**src/rtl/net2axis_arbiter_pkg.sv**
```systemverilog
// Shared types for the net2axis packet arbiter: FSM state encoding and a
// width helper used for the round-robin pointer.
package net2axis_arbiter_pkg;

  typedef enum logic [2:0] {
    ST_IDLE  = 3'd0,
    ST_START = 3'd1,
    ST_ARB   = 3'd2,
    ST_XFER  = 3'd3,
    ST_DONE  = 3'd4
  } state_t;

  // Bits needed to index n items; never less than 1 so a 1-bit pointer exists.
  function automatic int clog2(input int n);
    int r;
    int v;
    r = 0;
    v = n - 1;
    while (v > 0) begin
      r++;
      v = v >> 1;
    end
    return (r < 1) ? 1 : r;
  endfunction

endpackage

```
**src/rtl/net2axis_rr_pick.sv**
```systemverilog
// Combinational round-robin picker: first set request at or above ptr,
// wrapping, found by scanning a doubled request vector.
module net2axis_rr_pick
  import net2axis_arbiter_pkg::*;
#(
  parameter int C_NUM_SRC = 2,
  localparam int PTR_W = clog2(C_NUM_SRC)
) (
  input  logic [C_NUM_SRC-1:0] req,
  input  logic [PTR_W-1:0]     ptr,
  output logic                 hit,
  output logic [C_NUM_SRC-1:0] grant,
  output logic [PTR_W-1:0]     idx
);

  logic [2*C_NUM_SRC-1:0] dbl;

  always_comb begin
    dbl   = {req, req};
    hit   = 1'b0;
    grant = '0;
    idx   = '0;
    for (int j = 0; j < C_NUM_SRC; j++) begin
      if (!hit && dbl[int'(ptr) + j]) begin
        hit = 1'b1;
        idx = PTR_W'((int'(ptr) + j) % C_NUM_SRC);
        grant[(int'(ptr) + j) % C_NUM_SRC] = 1'b1;
      end
    end
  end

endmodule

```
**src/rtl/net2axis_arbiter.sv**
```systemverilog
// Packet-level round-robin scheduler sharing one AXI4-Stream master port
// between C_NUM_SRC generators; a grant is held from arbitration until TLAST.
module net2axis_arbiter
  import net2axis_arbiter_pkg::*;
#(
  parameter int C_NUM_SRC       = 2,
  parameter int C_TDATA_WIDTH   = 32,
  parameter int C_COUNTER_WIDTH = 32
) (
  input  logic                                   ACLK,
  input  logic                                   ARESET,
  input  logic                                   ENABLE,
  input  logic                                   START,
  output logic [C_NUM_SRC-1:0]                   SRC_ENABLE,
  output logic [C_NUM_SRC-1:0]                   SRC_START,
  input  logic [C_NUM_SRC-1:0]                   SRC_DONE,
  input  logic [C_NUM_SRC-1:0]                   S_AXIS_TVALID,
  input  logic [C_NUM_SRC*C_TDATA_WIDTH-1:0]     S_AXIS_TDATA,
  input  logic [C_NUM_SRC*C_TDATA_WIDTH/8-1:0]   S_AXIS_TKEEP,
  input  logic [C_NUM_SRC-1:0]                   S_AXIS_TLAST,
  output logic [C_NUM_SRC-1:0]                   S_AXIS_TREADY,
  output logic                                   M_AXIS_TVALID,
  output logic [C_TDATA_WIDTH-1:0]               M_AXIS_TDATA,
  output logic [C_TDATA_WIDTH/8-1:0]             M_AXIS_TKEEP,
  output logic                                   M_AXIS_TLAST,
  input  logic                                   M_AXIS_TREADY,
  output logic [C_NUM_SRC-1:0]                   GRANT,
  output logic [C_COUNTER_WIDTH-1:0]             WORD_COUNTER,
  output logic [C_COUNTER_WIDTH-1:0]             PKT_COUNTER,
  output logic                                   ALL_DONE,
  output logic                                   BUSY,
  output state_t                                 DBG_STATE
);

  localparam int PTR_W = clog2(C_NUM_SRC);
  localparam int KW    = C_TDATA_WIDTH / 8;

  state_t               state;
  logic [PTR_W-1:0]     ptr;
  logic [PTR_W-1:0]     g_idx;
  logic [C_NUM_SRC-1:0] done_seen;
  logic                 pick_hit;
  logic [C_NUM_SRC-1:0] pick_grant;
  logic [PTR_W-1:0]     pick_idx;
  logic                 xfer;
  logic                 beat;
  logic [PTR_W-1:0]     ptr_next;

  net2axis_rr_pick #(.C_NUM_SRC(C_NUM_SRC)) u_pick (
    .req   (S_AXIS_TVALID),
    .ptr   (ptr),
    .hit   (pick_hit),
    .grant (pick_grant),
    .idx   (pick_idx)
  );

  // Handshake: a beat moves when TVALID and TREADY are both high at a rising
  // edge; only the granted source sees TREADY, so others hold their beat.
  assign xfer = (state == ST_XFER);
  assign beat = xfer && M_AXIS_TVALID && M_AXIS_TREADY;

  always_comb begin
    M_AXIS_TVALID = 1'b0;
    M_AXIS_TDATA  = '0;
    M_AXIS_TKEEP  = '0;
    M_AXIS_TLAST  = 1'b0;
    S_AXIS_TREADY = '0;
    if (xfer) begin
      M_AXIS_TVALID        = S_AXIS_TVALID[g_idx];
      M_AXIS_TDATA         = S_AXIS_TDATA[g_idx*C_TDATA_WIDTH +: C_TDATA_WIDTH];
      M_AXIS_TKEEP         = S_AXIS_TKEEP[g_idx*KW +: KW];
      M_AXIS_TLAST         = S_AXIS_TLAST[g_idx];
      S_AXIS_TREADY[g_idx] = M_AXIS_TREADY;
    end
  end

  assign ptr_next  = (g_idx == PTR_W'(C_NUM_SRC - 1)) ? '0 : g_idx + PTR_W'(1);
  assign BUSY      = (state != ST_IDLE) && (state != ST_DONE);
  assign DBG_STATE = state;

  always_ff @(posedge ACLK) begin
    if (ARESET) begin
      state        <= ST_IDLE;
      ptr          <= '0;
      g_idx        <= '0;
      GRANT        <= '0;
      done_seen    <= '0;
      WORD_COUNTER <= '0;
      PKT_COUNTER  <= '0;
      SRC_ENABLE   <= '0;
      SRC_START    <= '0;
      ALL_DONE     <= 1'b0;
    end else begin
      SRC_ENABLE <= {C_NUM_SRC{ENABLE}};
      SRC_START  <= '0;
      if (state != ST_IDLE && state != ST_START)
        done_seen <= done_seen | SRC_DONE;
      if (beat)
        WORD_COUNTER <= WORD_COUNTER + C_COUNTER_WIDTH'(1);
      case (state)
        ST_IDLE: begin
          if (ENABLE && START) begin
            state     <= ST_START;
            SRC_START <= '1;
          end
        end
        ST_START: state <= ST_ARB;
        ST_ARB: begin
          // Clearing done_seen is written after the sticky set so it wins.
          if (!ENABLE) begin
            state     <= ST_IDLE;
            done_seen <= '0;
          end else if (pick_hit) begin
            GRANT <= pick_grant;
            g_idx <= pick_idx;
            state <= ST_XFER;
          end else if (&done_seen) begin
            state    <= ST_DONE;
            ALL_DONE <= 1'b1;
          end
        end
        ST_XFER: begin
          if (beat && M_AXIS_TLAST) begin
            PKT_COUNTER <= PKT_COUNTER + C_COUNTER_WIDTH'(1);
            ptr         <= ptr_next;
            GRANT       <= '0;
            state       <= ST_ARB;
          end
        end
        ST_DONE: begin
          if (!ENABLE) begin
            state     <= ST_IDLE;
            ALL_DONE  <= 1'b0;
            done_seen <= '0;
          end
        end
        default: state <= ST_IDLE;
      endcase
    end
  end

endmodule
```
**config.mk**
```make
export PLATFORM = sky130hd
export DESIGN_NAME = net2axis_arbiter
export DESIGN_NICKNAME = d
export VERILOG_FILES = /design/src/rtl/net2axis_arbiter_pkg.sv /design/src/rtl/net2axis_rr_pick.sv /design/src/rtl/net2axis_arbiter.sv
export SDC_FILE = /design/constraint.sdc
export NUM_CORES = 1
export LEC_CHECK = 0
export CAP_MARGIN = 20
export CORE_MARGIN = 1.5
export CORE_UTILIZATION = 44
export CTS_CLUSTER_DIAMETER = 80
export CTS_CLUSTER_SIZE = 8
export DETAILED_ROUTE_END_ITERATION = 7
export PLACE_DENSITY_LB_ADDON = 0.1
export SLEW_MARGIN = 0
export SYNTH_ARGS = -nofsm -noshare
export SYNTH_HDL_FRONTEND = slang
export SYNTH_SLANG_ARGS = --single-unit
```
**constraint.sdc**
```tcl
create_clock -name ACLK -period 3.2 [get_ports ACLK]
set_input_delay 0.48 -clock ACLK [delete_from_list [all_inputs] [get_ports ACLK]]
set_output_delay 0.48 -clock ACLK [all_outputs]
set_load 0.05 [all_outputs]
```
## Word-level counts from Yosys, hierarchy flattened

Cells that the tools add are included.

| word-level totals | value |
|---|---|
| register bits | 77 |
| memory bits (writable) | 0 |
| output and inout bits | 115 |
| memory bits (read-only) | 0 |
| memories | 0 |
| latch bits | 0 |

| cells by class | value |
|---|---|
| div/mod/pow operators | 0 |
| shift operators | 2 |
| $mul | 0 |
| add/sub/neg operators | 4 |
| equality and inequality tests | 14 |
| bitwise operators | 5 |
| reductions and logical operators | 23 |
| multiplexer cells | 47 |
| magnitude comparators | 8 |

Operator list:

| kind | count |
|---|---|
| 32-bit by 1-bit adder with 32-bit output, second input constant | 2 |
| 64-bit by 7-bit variable part select with 32-bit output | 1 |
| 32-bit by 4-bit < comparator with 1-bit output, second input constant | 1 |
| 32-bit two-way mux | 1 |
| 1-bit two-way mux | 22 |
| 2-bit two-way mux | 10 |
| 3-bit two-way mux | 6 |
| 3-bit case mux with 5 select lines | 1 |
| 2-bit inequality test, second input constant | 6 |
| 1-bit logical AND | 10 |
| 4-bit AND reduction | 2 |
| 8-bit by 4-bit variable part select with 4-bit output | 1 |
| 3-bit by 2-bit equality test with 1-bit output, second input constant | 2 |
| 5-bit AND reduction | 1 |
| 1-bit by 2-bit < comparator with 1-bit output, second input constant | 2 |
| 4-bit two-way mux | 1 |
| 4-bit inequality test, second input constant | 1 |
| 2-bit OR | 2 |
| 2-bit case mux with 2 select lines | 1 |
| 2-bit AND reduction | 2 |
| 2-bit nonzero test | 2 |
| 2-bit OR reduction | 2 |
| 1-bit demux with 1-bit select | 3 |
| 3-bit by 1-bit equality test with 1-bit output, second input constant | 1 |
| other kinds (19) | 20 |

## Logic depth before layout (Yosys ltp)

Gate-level depths: netlist (run 1).

| logic depth | value |
|---|---|
| word-level depth | 11 |
| gate-level depth with buffers | 7 |

## Modules after synthesis

Synthesis (run 1) repeated with hierarchy kept, for this count alone.

| unflattened totals | value |
|---|---|
| cells, all modules | 560 |
| area total of the unflattened synthesis | 4,496.8 um^2 |

Modules (own cells, without submodules):

| module | instances | cells an instance | sequential area each (um^2) | area each (um^2) |
|---|---|---|---|---|
| net2axis_arbiter | 1 | 555 | 1,521.5 | 4,464.3 |
| net2axis_rr_pick | 1 | 5 | 0.0 | 32.5 |

## Worst setup path after synthesis (run 1)

No wires, ideal clock.

| timing | value |
|---|---|
| path type | reg2out |
| start point | register state[1] (netlist: DBG_STATE[1]) |
| end point | output M_AXIS_TDATA[14] |
| required time | 2,720 ps |
| data arrival time | 2,131 ps |
| cell stages (with the launch flop) | 6 |
| path buffers | 3 |
| slack | 589 ps |
| cell sequence | dfxtp_1 > buf_2 > nand3b_1 > clkbuf_1 > clkbuf_1 > nor2_1 |

| on the way | value |
|---|---|
| cells in the longest elaborated chain, start to end | 2 |

Ends and longest elaborated chain:

| item | line | source |
|---|---|---|
| start: declaration | net2axis_arbiter.sv:38 | `state_t state;` |
| start signal: assignment | net2axis_arbiter.sv:83 | `state <= ST_IDLE;` |
| start signal: assignment | net2axis_arbiter.sv:103 | `state <= ST_START;` |
| start signal: assignment | net2axis_arbiter.sv:107 | `ST_START: state <= ST_ARB;` |
| 3-bit by 2-bit equality test with 1-bit output | net2axis_arbiter.sv:59 | `assign xfer = (state == ST_XFER);` |
| 32-bit two-way mux | net2axis_arbiter.sv:68 | `if (xfer) begin` |
| end: declaration | net2axis_arbiter.sv:23 | `output logic [C_TDATA_WIDTH-1:0] M_AXIS_TDATA,` |

No other way between the ends.

## Worst setup path after layout (run 1)

| timing | value |
|---|---|
| start point | input M_AXIS_TREADY |
| end point | output S_AXIS_TREADY[1] |

| on the way | value |
|---|---|
| cells in the longest elaborated chain, start to end | 2 |

Ends and longest elaborated chain:

| item | line | source |
|---|---|---|
| start: declaration | net2axis_arbiter.sv:26 | `input logic M_AXIS_TREADY,` |
| 2-bit AND (no source line) | -- |  |
| 2-bit two-way mux | net2axis_arbiter.sv:68 |  |
| end: declaration | net2axis_arbiter.sv:21 | `output logic [C_NUM_SRC-1:0] S_AXIS_TREADY,` |

No other way between the ends.

==> impl_results.md, run 1 <==
- Status: complete, no violations
- Post-DR wirelength/cell: 16.8 µm
- RR Startpoint: PKT_COUNTER[2]$_SDFFE_PP0P_
- Ys flop type: dfxtp_1
- Slew HR: roughly 48%
- Synth Instances: about 500
- Most common cell after layout, fill and taps aside: clkdlybuf4s50_1
- Area of the multi-input gates: 0.00241 mm²
- DP Wirelength: between 10000 and 15000 µm
- Max Cap Violations: 0
- Vias in the first global route: approximately 4300
- Row cnt: 34
- Slowest CP cell: clkdlybuf4s50_1
- Die area: between 0.009 and 0.01 mm²
- Logic pwr share: 30.5%
- Routed Antenna Nets: 0
- Post-Syn Area per Cell: 8.19 µm²
- Clock Pin Slew Worst Setup and Hold Paths: about 0.080 ns
- Sw Ratio: between 30 and 40%
- Top cells by area, synth: dfxtp_1, nor2_1, mux2i_1, xor2_1, nand4_1
- Commonest cells after routing, fill and taps aside: clkdlybuf4s50_1, nor2_1, dfxtp_1
- Setup ws final: 0.470 ns
- Ys Warns: 0
- Core Region: about 0.009 mm²
- DRC: 0
- Initial antenna violation count: 0
- Port bufs: 197
- Initial Utilization: between 40% and 50%
- Cell Area, Synth: 0.00407 mm²
- Crit path time final: 2.73 ns
- Chip Width: 99.2 µm
- Launch point of the worst path: M_AXIS_TREADY
- Overflow after GRT: 0
- Crit path buffers/inverters: 2
- Crit-path cells: clkdlybuf4s50_1 > and4b_1 > and2_1 > clkdlybuf4s50_1
- Int Power: approximately 1700 µW
- Num CTS Buffers: 9
- Drt pass-1 iters: 5
- Worst path most repeated cell: clkdlybuf4s50_1
- Layout cells sized above 1: about a tenth
- PD cells: between 300 and 400 mW/mm²
- Hold Path Origin: ALL_DONE$_SDFFE_PP0P_
- Data arrival, critical path: 2.25 ns
- Post-synthesis sequential area ratio: between 30 and 40%
- Final nets: between 700 and 800
- RSZ-0062 raised after global routing: no
- Placed instance area: approximately 0.0065 mm²
- Worst-skew pair later-pin latency: approximately 0.36 ns
- Root buffer cell: clkbuf_8
- Critical Path Sink Type: output port
- Synth cell types: 40
- Maximum fanout along the worst path: 4
- Routed vias/inst: 5.51
- Final setup violation count: 0
- Routability congestion estimate: 0.809
- Post-CTS setup buffer count: 0
- Top Ports: 198
- Max Freq: 366 MHz
- Number of flops mapped to enable cells by yosys: 0
- Clk buf depth: 2
- Vias after detailed routing: roughly 4400
- H-tree Lvls: 3
- Crit Path Category: in2out
- Period utilisation layout: a little under nine tenths
- Reg-to-reg slack, setup: roughly 1 ns
- # diodes: 0
- First-pass GRT wire length: roughly 21000 µm
- Clock network power share: 29.7%
- Cts repair resizes: 0
- Die Ht: 99.2 µm
- GRT Util Overall: a little over a quarter
- Largest net degree at the start of global routing: 43
- Syn-to-layout area delta: 63.9%
- CP max stage delay: about 0.81 ns
- FF+latch area: around 0.0015 mm²
- Worst-case vdd ir drop: approximately 0.00020 V
- Sequential share of power: between 30% and 40%
- Synth async-reset ratio: 0%
- Final Hold Vio Count: 0
- Setup TNS: 0 ns
- CTS tree: yes
- Crit start category: primary input
- Slew @ Worst Pin: between 0.7 and 0.8 ns
- Data required time of the worst path: approximately 2.7 ns
- # clock sinks: 76
- Hold slack: 0.490 ns
- Syn_nets: 582
- Hold crit path type: reg2reg
- Psw: about 850 µW
- Largest area contributor in the synthesized netlist: dfxtp_1
- Leak: approximately 0.0024 µW
- Dpl ws: around 0.47 ns
- Final wirelength: roughly 13000 µm
- Post-synth top area share: 37.4%
- Seq cells post-synth: 76
- Cell family with most CP delay: buffers and inverters
- # hold bufs at CTS: 0
- Max-slew violation count: 0
- Cell area after layout: around 0.0067 mm²
- Initial DRC Count: roughly 190
- Fill cells: about 640
- Total power: 2540 µW
- Clk_skew: about 0.013 ns
[synth_stat cells (2+ instances only)]
cell type and number:
nand3_1 29, mux2i_1 37, and3_1 8, buf_2 4, a31oi_1 4, or3_1 9
nand4_1 33, buf_1 3, buf_4 3, nor4_1 7, ha_1 2, mux2_2 2
nand2_1 27, nor3_1 7, inv_1 4, xnor2_1 12, o21ai_0 12, dfxtp_1 76
a21oi_1 16, and4_1 8, nand2b_1 4, xor2_1 42, clkbuf_1 19, nor2_1 105
o21a_1 4, and2_1 6
[registers in the layout, summed over array words and instances, names as in the netlist]
signal / count
ALL_DONE: 1
DBG_STATE: 3
GRANT: 2
PKT_COUNTER: 32
SRC_ENABLE: 1
SRC_START: 1
WORD_COUNTER: 32
done_seen: 2
g_idx: 1
ptr: 1
[metrics by stage]
stage          utilization (%)  cells
2_1_floorplan                -    497
3_3_place_gp              73.2    779
3_5_place_dp              73.2    779
4_1_cts                   75.5    795
5_1_grt                   75.5    795
6_report                  75.5    795
[worst min-delay path, delay by kind of cell, from the launching register on]
kind               cells  cell delay, ns
DFF                    1            0.32
AOI/OAI and AO/OA      2            0.13
[layer usage]
layer | GRT usage [%] | wire, µm | part of all wire [%]
met1 | 29.5 | 5070 | 38
met2 | 51.0 | 7160 | 54
met3 | 6.75 | 801 | 6.0
met4 | 8.99 | 344 | 2.6
met5 | 0 | 0 | 0
[cells by family after synthesis]
kind of cell	share of synthesized area [%]
adder cells (fa/ha/maj)	0.614
buffers and inverters	3.44
XOR/XNOR	11.6
AO/OA/AOI/OAI	5.59
multiplexers	9.98
AND/OR/NAND/NOR	31.4
flip-flops	37.4
[power groups by stage]
stage                     logic, µW  registers (µW)  clock network [µW]
after floorplan                 386            1060                   0
after global placement          764            1030                   0
after detailed placement        772            1030                   0
after CTS                       776            1010                 752
after global routing            812            1020                 793
final                           774            1010                 754
[path summary, 6_finish.rpt]
path	to	cells past startpoint
setup / recovery	S_AXIS_TREADY[1]	4
hold / removal	ALL_DONE$_SDFFE_PP0P_	2
hold reg to reg	ALL_DONE$_SDFFE_PP0P_	2
setup reg to reg	PKT_COUNTER[26]$_SDFFE_PP0P_	5
[final cells by class]
| type | instances | share of cell area (%) |
|---|---|---|
| inverter | 4 | 0.225 |
| clock inverter | 6 | 0.937 |
| sequential | 76 | 22.8 |
| tap | 108 | 2.02 |
| clock buffer | 10 | 2.06 |
| multi-input combinational | 388 | 36.1 |
| timing repair buffer | 203 | 35.8 |
Power figures use the tool's default switching activity.
==> run 2: changes to the inputs <==
- CORE_UTILIZATION: 44 -> 41
- clock period: 3.2 -> 2.6 ns (I/O delays scaled with it)
==> run 2 against run 1 <==
Against the previous run:
- die area rose by 7.1%
- clock skew fell by 0.0029 ns
- via count fell by 2.4%
- flip-flop and latch count did not move
- critical path type is now reg2out
- critical path depth rose by 1
- critical endpoint is now M_AXIS_TDATA[28]
- register-to-register slack got worse by 0.44 ns
- final cell count rose by 4.7%
- clock power rose by 39%
==> impl_results.md, run 2 (synthesis results as in run 1) <==
- Crit Path Category: reg2out
- Worst-skew pair later-pin latency: between 0.3 and 0.4 ns
- Crit path capture: M_AXIS_TDATA[28]
- Routed vias/inst: ~5.1
- Clock network power share: approximately a third
- Crit start category: register
- Initial antenna violation count: 0
- Die area: between 0.01 and 0.015 mm²
- Crit path time final: between 2 and 2.5 ns
- Final nets: 779
- Data arrival, critical path: 2.02 ns
- Critical Path Sink Type: output port
- RR Startpoint: g_idx$_SDFFE_PP0P_
- Max-slew violation count: 0
- Cts repair resizes: 0
- Chip Width: just over 100 µm
- Port bufs: slightly below 200
- Final wirelength: 13500 µm
- RSZ-0062 raised after global routing: no
- Status: complete, no violations
- Hold depth: 2
- Fin cells: ~830
- Initial Utilization: 42.1%
- Routed Antenna Nets: 0
- DP Wirelength: 10400 µm
- First-pass GRT wire length: 20900 µm
- Clock Pin Slew Worst Setup and Hold Paths: 0.08 ns
- Maximum fanout along the worst path: 24
- Core Region: 0.00968 mm²
- Die Ht: just over 100 µm
- Final Hold Vio Count: 0
- Max Cap Violations: 0
- Cell count after placement: approximately 820
- Vias after detailed routing: approximately 4300
- CTS tree: yes
- Max Freq: just over 400 MHz
- Sw Ratio: between 30 and 40%
- Slew @ Worst Pin: approximately 0.56 ns
- Reg-to-reg slack, setup: between 0.5 and 0.6 ns
- DRC: 0
- Fill cells: between 700 and 800
- PD cells: approximately 480 mW/mm²
- Util after Layout: 70.8%
- Int Power: between 2000 and 2500 µW
- Initial DRC Count: 139
- Commonest cells after routing, fill and taps aside: clkdlybuf4s50_1, nor2_1, dfxtp_1
- GRT Util Overall: around a quarter
- Hold slack: 0.462 ns
- Drt pass-1 iters: 4
- Largest net degree at the start of global routing: roughly 40
- Period utilisation layout: 92.7%
- Overflow after GRT: 0
- Data required time of the worst path: about 2.2 ns
- Clk_skew: a little under 0.01 ns
- Syn-to-layout area delta: 68.3%
- Setup ws final: 0.189 ns
- Psw: ~1000 µW
- Sequential share of power: a little under two fifths
- Hold crit path type: in2reg
- Num CTS Buffers: 9
- # hold bufs at CTS: 0
- Total power: 3280 µW
- Launch point of the worst path: g_idx$_SDFFE_PP0P_
- Final setup violation count: 0
- Uppermost layer routed: met4
- # diodes: 0
- Routed wl met3: around 900 µm
- H-tree Lvls: 3
- # clock sinks: 76
- DR WL met2: approximately 6500 µm
- Reg2reg path depth: 6
- Most common cell after layout, fill and taps aside: clkdlybuf4s50_1
- Logic pwr share: a little under a third
- Reg2Reg Capture Point: PKT_COUNTER[6]$_SDFFE_PP0P_
- Routability congestion estimate: around 0.86
- Vias in the first global route: about 4100
- Clk buf depth: 2
- Post-DR wirelength/cell: between 15 and 20 µm
- Row cnt: 36
- Worst-case vdd ir drop: about 0.00038 V
- Top Ports: about 200
- Leak: roughly 0.0024 µW
- Routed met1 length: ~5800 µm
- Dpl ws: 0.170 ns
- Post-CTS setup buffer count: 0
- Slew HR: a little over three fifths
- Layout cells sized above 1: 11.9%
- Root buffer cell: clkbuf_8
[run 2: cell count changes in the layout (fill, tap and decap cells not counted)]
cell	before	now
clkbuf_1	0	1
clkbuf_8	10	12
buf_4	6	18
clkinvlp_4	0	1
clkdlybuf4s50_1	158	156
clkinv_4	1	0
bufinv_16	1	2
inv_6	1	0
clkinv_2	3	0
buf_12	38	40
[run 2: worst min path at each step]
stage	from	endpoint	slack (ns)
global placement	ALL_DONE$_SDFFE_PP0P_	ALL_DONE$_SDFFE_PP0P_	0.46
CTS	ARESET	PKT_COUNTER[19]$_SDFFE_PP0P_	0.45
floorplan	done_seen[0]$_SDFF_PP0_	done_seen[0]$_SDFF_PP0_	0.46
detailed placement	ALL_DONE$_SDFFE_PP0P_	ALL_DONE$_SDFFE_PP0P_	0.47
global route	ARESET	PKT_COUNTER[17]$_SDFFE_PP0P_	0.48
finish	ARESET	PKT_COUNTER[13]$_SDFFE_PP0P_	0.46
[run 2: critical path, cell delays in order (launching register included)]
cell and delay, ns:
dfxtp_2 0.35, buf_4 0.30, buf_4 0.43, mux2i_1 0.14
nor2_1 0.27, buf_12 0.18
[run 2: per-layer routing]
layer	vias to the layer above	global-route usage, %
met5	-	0
met4	0	8.32
met3	24	7.80
met2	116	42.5
met1	2012	31.8
li1	2126	-
[run 2: through the flow]
stage | TNS [ns] | instance area (µm²)
final | 0 | 6850
after global routing | 0 | 6850
after CTS | 0 | 6850
after detailed placement | 0 | 6620
after global placement | -0.806 | 6610
after floorplan | 0 | 4070
[run 2: final cells by class]
type	instances	area, µm²	share of cell area (%)
Clock inverter	3	67.6	0.986
Inverter	4	15.0	0.219
Multi-Input combinational cell	388	2410	35.2
Timing Repair Buffer	215	2500	36.5
Sequential cell	76	1520	22.2
Tap cell	133	166	2.43
Clock buffer	13	169	2.46
[run 2: power by group through the flow]
stage | registers (µW) | logic (µW) | clock network (µW)
finish | 1220 | 1020 | 1050
CTS | 1210 | 1020 | 1060
global route | 1220 | 1070 | 1110
floorplan | 1300 | 476 | 0
global placement | 1240 | 999 | 0
detailed placement | 1240 | 1020 | 0
==> run 3: changes to the inputs <==
- ABC_AREA: not set -> 0
- SETUP_SLACK_MARGIN: not set -> 0.5
==> run 3 against run 2 <==
Against the previous run:
- via count increased by 2.0%
- setup slack better by 0.36 ns
- count of clock-buffer cells in the layout fell by 3
- power decreased by 5.4%
- cell area down 0.73%
- maximum frequency grew 18%
- sequential share of layout area up 0.33 points
- combinational power down 6%
==> impl_results.md, run 3 (synthesis results as in run 1) <==
- Status: complete, no violations
- Crit path buffers/inverters: 1
- Routed Antenna Nets: 0
- Worst-skew pair later-pin latency: 0.36 ns
- Slew HR: between 50% and 60%
- Layout cells sized above 1: approximately 15%
- Post-DR wirelength/cell: between 15 and 20 µm
- Period utilisation layout: around 80%
- Fill cells: between 700 and 800
- Final wirelength: approximately 13000 µm
- Chip Width: a little over 100 µm
- Commonest cells after routing, fill and taps aside: clkdlybuf4s50_1, nor2_1, dfxtp_1
- Row cnt: 36
- Vias after detailed routing: approximately 4400
- First-pass GRT wire length: roughly 20000 µm
- Crit path time final: 2.05 ns
- Data arrival, critical path: ~1.7 ns
- Most common cell after layout, fill and taps aside: clkdlybuf4s50_1
- Max-slew violation count: 0
- Crit-path cells: clkdlybuf4s50_1
- PD cells: between 400 and 500 mW/mm²
- Top Ports: ~200
- Max Cap Violations: 0
- Hold crit path type: reg2reg
- Hold slack: 0.496 ns
- CP max stage delay: 0.85 ns
- # diodes: 0
- DP Wirelength: about 10000 µm
- Crit start category: register
- Largest net degree at the start of global routing: 41
- Core Region: 0.00968 mm²
- H-tree Lvls: 3
- Setup TNS: 0 ns
- Die area: 0.0105 mm²
- Final Hold Vio Count: 0
- Final nets: between 700 and 800
- Clk buf depth: 2
- Initial Utilization: roughly 42%
- Overflow after GRT: 0
- Initial DRC Count: 194
- Worst-case vdd ir drop: roughly 0.00022 V
- RSZ-0062 raised after global routing: no
- Syn-to-layout area delta: 67.1%
- Drt pass-1 iters: 4
- DRC: 0
- Routability congestion estimate: 0.860
- Die Ht: 103 µm
- Root buffer cell: clkbuf_8
- Num CTS Buffers: 9
- Port bufs: 197
- Hold depth: 2
- Routed vias/inst: about 5.3
- Leak: roughly 0.0025 µW
- Reg2reg path depth: 5
- Final setup violation count: 0
- Cell family with most CP delay: buffers and inverters
- Vias in the first global route: between 4000 and 5000
- Clk_skew: ~0.013 ns
- Slowest CP cell: clkdlybuf4s50_1
- Data required time of the worst path: approximately 2.2 ns
- Cell count along the critical path: 1
- Maximum fanout along the worst path: 12
- Critical Path Sink Type: output port
- CTS tree: yes
- # hold bufs at CTS: 0
- # clock sinks: 76
- Max Freq: about 490 MHz
- Crit Path Category: reg2out
- Slew @ Worst Pin: about 0.62 ns
- GRT Util Overall: approximately 25%
- Clock Pin Slew Worst Setup and Hold Paths: approximately 0.080 ns
- Initial antenna violation count: 0
-- run 3: changes by cell type in the layout (fill, tap and decap cells not counted), sizes merged --
cell           delta
buf               -6
bufinv            -1
clkbuf            -1
clkdlybuf4s50    -13
clkinv            +2
clkinvlp          +1
dlygate4sd2       +3
dlymetal6s2s     +10
inv               +1
-- run 3: layout make-up --
cell class	count	area (µm²)	share of cell area, %
multi-input cells	388	2580	37.9
inverters	4	15.0	0.221
well taps	133	166	2.45
flip-flops and latches	76	1530	22.5
clock buffers	10	128	1.88
repair buffers	211	2320	34.1
clock inverters	6	63.8	0.938
-- run 3: what timing repair did --
item | in CTS | in global routing
resized for setup | 4 | 17
endpoints found under the hold margin | 0 | 0
setup buffers | 0 | 1
pin swaps | 0 | 1
cloned | 0 | 1
endpoints found under the setup margin | 4 | 40
-- run 3: worst paths after layout --
path	slack (ns)	start	end
setup / recovery	0.55	DBG_STATE[2]$_SDFFE_PP0P_	DBG_STATE[2]
hold / removal	0.50	ALL_DONE$_SDFFE_PP0P_	ALL_DONE$_SDFFE_PP0P_
setup reg to reg	0.69	g_idx$_SDFFE_PP0P_	PKT_COUNTER[26]$_SDFFE_PP0P_
hold reg to reg	0.50	ALL_DONE$_SDFFE_PP0P_	ALL_DONE$_SDFFE_PP0P_
-- run 3: stage by stage --
step	cells	setup WS, ns	instance area (µm²)	util (%)	total power, µW
after floorplan	497	0.465	4240	-	1840
after global placement	810	0.240	6530	67.4	2220
after detailed placement	810	0.190	6530	67.4	2230
after CTS	826	0.468	6730	69.4	3110
after global routing	828	0.502	6800	70.3	3220
final	828	0.553	6800	70.3	3100
-- run 3: report_power, final --
group          total, µW  internal [µW]  switching, µW
registers           1250           1200           55.2
logic                956            398            558
clock network        896            444            452
-- run 3: metal layers --
metal  GRT usage, %  wire length (µm)
met1           29.0              5360
met2           43.7              6740
met3           6.31               788
met4           7.69               264
met5              0                 0
